### config.mk
export PLATFORM = sky130hd
export DESIGN_NAME = imem_dmem_arbiter
export DESIGN_NICKNAME = d
export VERILOG_FILES = /design/src/rtl/imem_dmem_arbiter.sv
export SDC_FILE = /design/constraint.sdc
export NUM_CORES = 1
export LEC_CHECK = 0
export CAP_MARGIN = 15
export CORE_ASPECT_RATIO = 1.25
export CORE_MARGIN = 2
export CORE_UTILIZATION = 30
export DETAILED_ROUTE_END_ITERATION = 6
export GPL_ROUTABILITY_DRIVEN = 0
export GPL_TIMING_DRIVEN = 0
export MAX_ROUTING_LAYER = met4
export SLEW_MARGIN = 20
export SYNTH_ARGS = -nofsm -noshare
export SYNTH_HDL_FRONTEND = slang
export SYNTH_SLANG_ARGS = --single-unit
### constraint.sdc
create_clock -name clk -period 3.37 [get_ports clk]
set_input_delay 0.5055 -clock clk [delete_from_list [all_inputs] [get_ports clk]]
set_output_delay 0.5055 -clock clk [all_outputs]
set_load 0.01 [all_outputs]
### src/rtl/imem_dmem_arbiter.sv
// imem_dmem_arbiter
// Shares one single-port, byte-enabled block RAM between the instruction
// fetch port (I) and the load/store port (D). One grant per cycle. The RAM
// read data returns one cycle after the grant and is routed to the port
// that owned the access.
//
// Optional build macro: MISALIGN_CHECK_EN
//   When defined, a misaligned half/word D access is granted but suppressed:
//   no byte enables and no write reach the RAM. Its completion returns zero
//   data and raises d_misalign for one cycle.
//   When undefined, the d_misalign port does not exist. Misaligned accesses
//   truncate the low address bits and follow the normal lane rules.

module imem_dmem_arbiter #(
   parameter int ADDRESS_WIDTH = 32,
   parameter int STARVE_LIMIT  = 4,
   parameter int CNT_WIDTH     = 4
) (
   input  logic                     clk,
   input  logic                     RESET,
   // instruction fetch port
   input  logic                     i_req,
   input  logic [ADDRESS_WIDTH-1:0] i_addr,
   output logic                     i_gnt,
   output logic                     i_rvalid,
   output logic [31:0]              i_rdata,
   // load/store port
   input  logic                     d_req,
   input  logic                     d_we,
   input  logic [1:0]               d_size,
   input  logic [ADDRESS_WIDTH-1:0] d_addr,
   input  logic [31:0]              d_wdata,
   output logic                     d_gnt,
   output logic                     d_rvalid,
   output logic [31:0]              d_rdata,
`ifdef MISALIGN_CHECK_EN
   output logic                     d_misalign,
`endif
   // block RAM side
   output logic [ADDRESS_WIDTH-1:0] mem_addr,
   output logic [3:0]               mem_be,
   output logic                     mem_we,
   output logic [31:0]              mem_wdata,
   input  logic [31:0]              mem_rdata
);

   // Encoding of the port that owns the response arriving next cycle
   localparam logic [1:0] OWNER_NONE = 2'd0;
   localparam logic [1:0] OWNER_I    = 2'd1;
   localparam logic [1:0] OWNER_D    = 2'd2;

   localparam logic [CNT_WIDTH-1:0] STARVE_LIMIT_C = CNT_WIDTH'(STARVE_LIMIT);
   localparam logic [CNT_WIDTH-1:0] CNT_MAX        = {CNT_WIDTH{1'b1}};

   // Registered state
   logic [CNT_WIDTH-1:0]     starve_cnt_reg, starve_cnt_next;
   logic [1:0]               owner_reg, owner_next;
   logic                     d_zero_reg, d_zero_next;
   logic                     misalign_reg, misalign_next;
   logic [ADDRESS_WIDTH-1:0] addr_reg, addr_next;
   logic [31:0]              i_rdata_reg;
   logic [31:0]              d_rdata_reg;

   // Arbitration and lane decode
   logic        i_starved;
   logic        i_win;
   logic        d_win;
   logic        size_byte;
   logic        size_half;
   logic        d_bad;
   logic [1:0]  d_lane;
   logic [3:0]  lane_be;
   logic [31:0] lane_wdata;
   logic [31:0] d_resp_data;
   logic        unused_addr_bits;

   // Fetch word address bits [1:0] carry no information
   assign unused_addr_bits = ^i_addr[1:0];

   assign i_starved = (starve_cnt_reg >= STARVE_LIMIT_C);
   assign size_byte = (d_size == 2'd0);
   assign size_half = (d_size == 2'd1);
   assign d_lane    = d_addr[1:0];

`ifdef MISALIGN_CHECK_EN
   // Half on an odd byte, or word (sizes 2 and 3) off a word boundary
   assign d_bad = (size_half && d_addr[0]) ||
                  (!size_byte && !size_half && (d_addr[1:0] != 2'b00));
`else
   assign d_bad = 1'b0;
`endif

   // Grant selection: D wins by default, a starved I overrides it, and
   // nothing is granted while reset is held.
   always_comb begin
      i_win = 1'b0;
      d_win = 1'b0;
      if (!RESET) begin
         i_win = i_req && (!d_req || i_starved);
         d_win = d_req && !i_win;
      end
   end

   assign i_gnt = i_win;
   assign d_gnt = d_win;

   // Per-lane byte enable and replicated write data for SB/SH/SW
   genvar gi;
   generate
      for (gi = 0; gi < 4; gi++) begin : g_lane
         localparam logic [1:0] LANE = 2'(gi);
         assign lane_be[gi] = size_byte ? (d_lane == LANE) :
                              size_half ? (d_lane[1] == LANE[1]) :
                                          1'b1;
         assign lane_wdata[8*gi +: 8] = size_byte ? d_wdata[7:0] :
                                        size_half ? d_wdata[8*(gi%2) +: 8] :
                                                    d_wdata[8*gi +: 8];
      end
   endgenerate

   // RAM command for the granted port; idle cycles keep the last address
   always_comb begin
      mem_addr  = addr_reg;
      mem_be    = 4'b0000;
      mem_we    = 1'b0;
      mem_wdata = 32'h0000_0000;
      if (i_win) begin
         mem_addr = {i_addr[ADDRESS_WIDTH-1:2], 2'b00};
         mem_be   = 4'b1111;
      end else if (d_win) begin
         mem_addr = {d_addr[ADDRESS_WIDTH-1:2], 2'b00};
         if (d_bad) begin
            mem_be = 4'b0000;
            mem_we = 1'b0;
         end else if (d_we) begin
            mem_be    = lane_be;
            mem_we    = 1'b1;
            mem_wdata = lane_wdata;
         end else begin
            mem_be = 4'b1111;
         end
      end
   end

   // Next-state: response owner, data suppression, starvation count
   always_comb begin
      owner_next      = OWNER_NONE;
      d_zero_next     = 1'b0;
      misalign_next   = 1'b0;
      starve_cnt_next = '0;
      addr_next       = mem_addr;
      if (i_win) begin
         owner_next = OWNER_I;
      end else if (d_win) begin
         owner_next    = OWNER_D;
         d_zero_next   = d_we || d_bad;
         misalign_next = d_bad;
      end
      if (i_req && !i_win) begin
         starve_cnt_next = (starve_cnt_reg == CNT_MAX) ? starve_cnt_reg
                                                       : starve_cnt_reg + 1'b1;
      end
   end

   // Grant bookkeeping registers; reset drops any response in flight
   always_ff @(posedge clk) begin
      if (RESET) begin
         owner_reg      <= OWNER_NONE;
         d_zero_reg     <= 1'b0;
         misalign_reg   <= 1'b0;
         starve_cnt_reg <= '0;
         addr_reg       <= '0;
      end else begin
         owner_reg      <= owner_next;
         d_zero_reg     <= d_zero_next;
         misalign_reg   <= misalign_next;
         starve_cnt_reg <= starve_cnt_next;
         addr_reg       <= addr_next;
      end
   end

   // Response routing: RAM data goes straight out on the valid cycle
   assign i_rvalid    = (owner_reg == OWNER_I);
   assign d_rvalid    = (owner_reg == OWNER_D);
   assign d_resp_data = d_zero_reg ? 32'h0000_0000 : mem_rdata;
   assign i_rdata     = i_rvalid ? mem_rdata : i_rdata_reg;
   assign d_rdata     = d_rvalid ? d_resp_data : d_rdata_reg;

`ifdef MISALIGN_CHECK_EN
   assign d_misalign = d_rvalid && misalign_reg;
`else
   // Without the check the flag has no consumer
   logic unused_misalign;
   assign unused_misalign = misalign_reg;
`endif

   // Capture delivered words so read data holds between responses
   always_ff @(posedge clk) begin
      if (RESET) begin
         i_rdata_reg <= 32'h0000_0000;
         d_rdata_reg <= 32'h0000_0000;
      end else begin
         if (i_rvalid) begin
            i_rdata_reg <= mem_rdata;
         end
         if (d_rvalid) begin
            d_rdata_reg <= d_resp_data;
         end
      end
   end

endmodule

* Yosys cells after proc, flatten, opt, wreduce, memory -nomap -nowiden *
Index checks and enable logic that the tools add are counted.

storage, ports and cells
  bits of input ports = 135
  word-level logic and storage cells = 60
  bits in registers = 103

operators by class
  add/subtract/negate cells = 1
  equality and inequality tests = 7
  bitwise logic cells = 3
  reductions and logical operators = 12
  magnitude comparators = 1
  muxes and demuxes = 29

operators with widths
  cell                   count
  $mux W32               8
  $mux W8                5
  $mux W1                12
  $mux W4                3
  $eq A2 B1 Y1 const B   3
  $eq A2 B2 Y1 const B   3
  $add A4 B1 Y4 const B  1
  $eq A4 B4 Y1 const B   1
  $ge A4 B3 Y1 const B   1
  $logic_not A2 Y1       2
  $reduce_or A2 Y1       2
  $logic_and A1 B1 Y1    3
  $logic_not A1 Y1       3
  $not A1 Y1             3
  $reduce_or A3 Y1       1
  $mux W2                1
  $logic_or A1 B1 Y1     1

* Logic depth before layout (Yosys ltp) *
  word-level depth = 8
  gate-level depth with buffers = 7
  gate-level depth less buffers = 4

* Worst setup path after synthesis *
Ideal clock, no wire load.

  path kind = input port to output port
  start = input port RESET
  end = output port mem_addr[17]
  arrival time = 1.565 ns
  slack = 1.300 ns
  stages = 7
  path buffers = 4
  cells stage by stage = buf_6 -> nand2b_4 -> or2_1 -> buf_2 -> buf_6 -> buf_6 -> a31oi_1

between the ends
  word-level cells in the longest chain between the ends = 3
  elaborated cells on any way between the ends = 4
  those cells by class = mux: 4

ends and longest elaborated chain
  element          RTL line  RTL
  start, declared  20        input logic RESET,
  $mux W1          98        if (!RESET) begin
  $mux W32         130       end else if (d_win) begin
  $mux W32 (*)     127       if (i_win) begin
  end, declared    40        output logic [ADDRESS_WIDTH-1:0] mem_addr,

Mark *: on every way between the ends. The rest lies on a longest branch, timed or not.

* Worst setup path after layout *
  start = input port i_req
  end = output port mem_addr[18]

between the ends
  word-level cells in the longest chain between the ends = 6
  elaborated cells on any way between the ends = 7
  those cells by class = mux: 4; reduce/logical: 3

ends and longest elaborated chain
  element                  RTL line  RTL
  start, declared          22        input logic i_req,
  $logic_and A1 B1 Y1 (*)  99        i_win = i_req && (!d_req || i_starved);
  $logic_not A1 Y1         100       d_win = d_req && !i_win;
  $logic_and A1 B1 Y1      100
  $mux W1                  98
  $mux W32                 130
  $mux W32 (*)             127

Marks and branches as above.

==> qor.yml <==
avgViaCountPerCell: 4.838
crit_path_end_kind: "primary output"
switching_share_pct: 26.44
dpl.hpwl_microns: 14440
antenna_found_initial: 0
path_class: "input pin to primary output"
fmax_mhz: 308.5
ys_types: 29
status: "completed"
hp-class: "flip-flop to flip-flop"
setup_ws_ns: 0.1284
wl_per_cell_microns: 16.28
grt_overflow: 0
cp_max_fo: 10
vias: 5433
antenna_left: 0
drtIter0Drc: 188
cts_tree: "done"
cts_buffers: 9
dp_slack_ns: 0.02982
firstDrtPassIters: 6
p_int_mw: 2.330
clockBufferDepth: 2
worstSetupStartpointType: "input pin"
ys_seq_area_share_pct: 39.54
core_region_area_sq_mm: 0.01691
final_common_cell: "clkdlybuf4s50_1"
antenna_cells: 0
irDropWorstVdd_mv: 0.2510
place_inst: 1109
finalCriticalPeriod_ns: 3.242
port_buffers: 266
clk_latency_ns: 0.34
pwr-share-seq_pct: 40.8
pin_count: 272
ys_seq_elements: 103
dieHeight_microns: 151.4
htree_levels: 3
cts.sinks: 103
max_cap_viol_count: 0
rows: 53
slew_headroom_pct: 60.40
final_cell_mix: "clkdlybuf4s50_1, dfxtp_1, nand2_1"
grt_usage_pct: 20.34
netSwitchingPower_uw: 837.3
wl_microns: 18280
syn_area_sq_mm: 0.005215
cp.arrival_ns: 2.74
drc: 0
syn_inst: 623
grt_pass1_vias: 5424
instances_no_fill: 1123
grt_max_degree: 17
die_area_sq_mm: 0.01846
die_w_microns: 121.9
layout-drive-gt1-share_pct: 10.96
grt_setup_unrepaired: "no"
cts_hold_buf: 0
yosys_warnings: 0
cts-resized-gates: 0
area_growth_syn_to_layout_pct: 62.09
finalCritPeriodShare_pct: 96.19
path_clk_slew_ns: 0.07
setup_viol: 0
cts_setup_buffers: 0
slew_violations: 0
nNetsFinal: 1036
power_density_mw_per_mm2: 374.7
worst_pin_slew_ns: 0.5940
root_buffer: "clkbuf_16"
fin_skew_ns: 0.008530
avgSynthCellArea_sq_um: 8.371
grt_pass1_wl_microns: 28470
total_power_mw: 3.167
p_comb_share_pct: 25.8
p_clk_share_pct: 33.4
required_ns: 2.86
hold_viol: 0
start_util_pct: 30.84
syn_nets: 759
p_leak_nw: 3.235
==> cells in the mapped netlist <==
master	instances	area share (%)
o21a_1	1	0.14
nand2b_4	1	0.26
dfxtp_1	103	40
clkbuf_1	37	2.7
a21oi_1	40	3.8
and3_1	2	0.24
mux2i_1	16	3.1
a311oi_1	30	5.0
ha_1	1	0.24
a31oi_1	30	3.6
nand3_1	32	3.1
nor3_1	33	3.2
nor2_1	22	1.6
nand2b_1	3	0.36
nor2b_1	37	4.4
and2_1	11	1.3
o21ai_2	1	0.17
conb_1	1	0.072
or3b_2	18	3.0
or3b_1	14	2.4
o21ai_0	42	4.0
nor3b_2	1	0.24
mux2_2	40	8.6
inv_1	9	0.65
a211oi_1	2	0.29
buf_2	18	1.7
nand2_1	73	5.3
buf_6	4	0.86
or2_1	1	0.12
==> kinds of logic after synthesis <==
| family | after synthesis | synth area share, % |
|---|---|---|
| adders and majority gates | 1 | 0.2399 |
| AOI/OAI and AO/OA | 146 | 17.11 |
| buffers and inverters | 68 | 5.902 |
| DFF | 103 | 39.54 |
| and+or+nand+nor | 248 | 25.43 |
| muxes | 56 | 11.71 |
| other | 1 | 0.07191 |
==> cell type report <==
| class | count | area (sq um) |
|---|---|---|
| fill | 1662 | 8457 |
| inverter | 9 | 33.78 |
| buffer | 59 | 275.3 |
| timing repair buffer | 266 | 2663 |
| clock buffer | 10 | 239.0 |
| clock inverter | 4 | 55.05 |
| tap | 220 | 275.3 |
| multi-input combinational | 452 | 2850 |
| sequential | 103 | 2062 |
==> layer usage <==
layer  up-vias  routed length (microns)  GRT usage (%)
met1      2451                     7529          23.55
met5         -                        0              -
li1       2780                        -              -
met2       185                     9196          34.72
met3        17                     1297          5.572
met4         0                      255          5.287
==> critical path, cell delays in order <==
cell and delay [ns]:
clkdlybuf4s50_1 0.61, o21a_1 0.21, clkbuf_1 0.33, o21ai_0 0.18, a31oi_1 0.29, clkdlybuf4s50_1 0.60
==> final timing paths <==
check	cells after the start	to	slack, ns	start
setup / recovery	6	mem_addr[18]	0.13	i_req
hold / removal	1	starve_cnt_reg[0]	0.42	starve_cnt_reg[0]
setup reg to reg	4	addr_reg[23]	1.69	starve_cnt_reg[3]
hold reg to reg	1	starve_cnt_reg[0]	0.42	starve_cnt_reg[0]
==> stage by stage <==
step	cell area (sq um)	util (%)	setup TNS [ns]	hold slack, ns
2_1_floorplan	5215	-	0	0.3992
3_3_place_gp	8153	48.21	-0.01313	0.4127
3_5_place_dp	8153	48.21	0	0.4137
4_1_cts	8447	49.95	0	0.4268
5_1_grt	8453	49.99	0	0.4364
6_report	8453	49.99	0	0.4209
==> power by group through the flow <==
stage / Combinational, mW / Sequential [mW] / Clock (mW)
detailed placement: 0.819 / 1.32 / 0
finish: 0.818 / 1.29 / 1.06
floorplan: 0.356 / 1.32 / 0
global placement: 0.822 / 1.32 / 0
global route: 0.887 / 1.30 / 1.14
CTS: 0.826 / 1.29 / 1.10
Note: power is estimated with default switching activity, not from simulation.
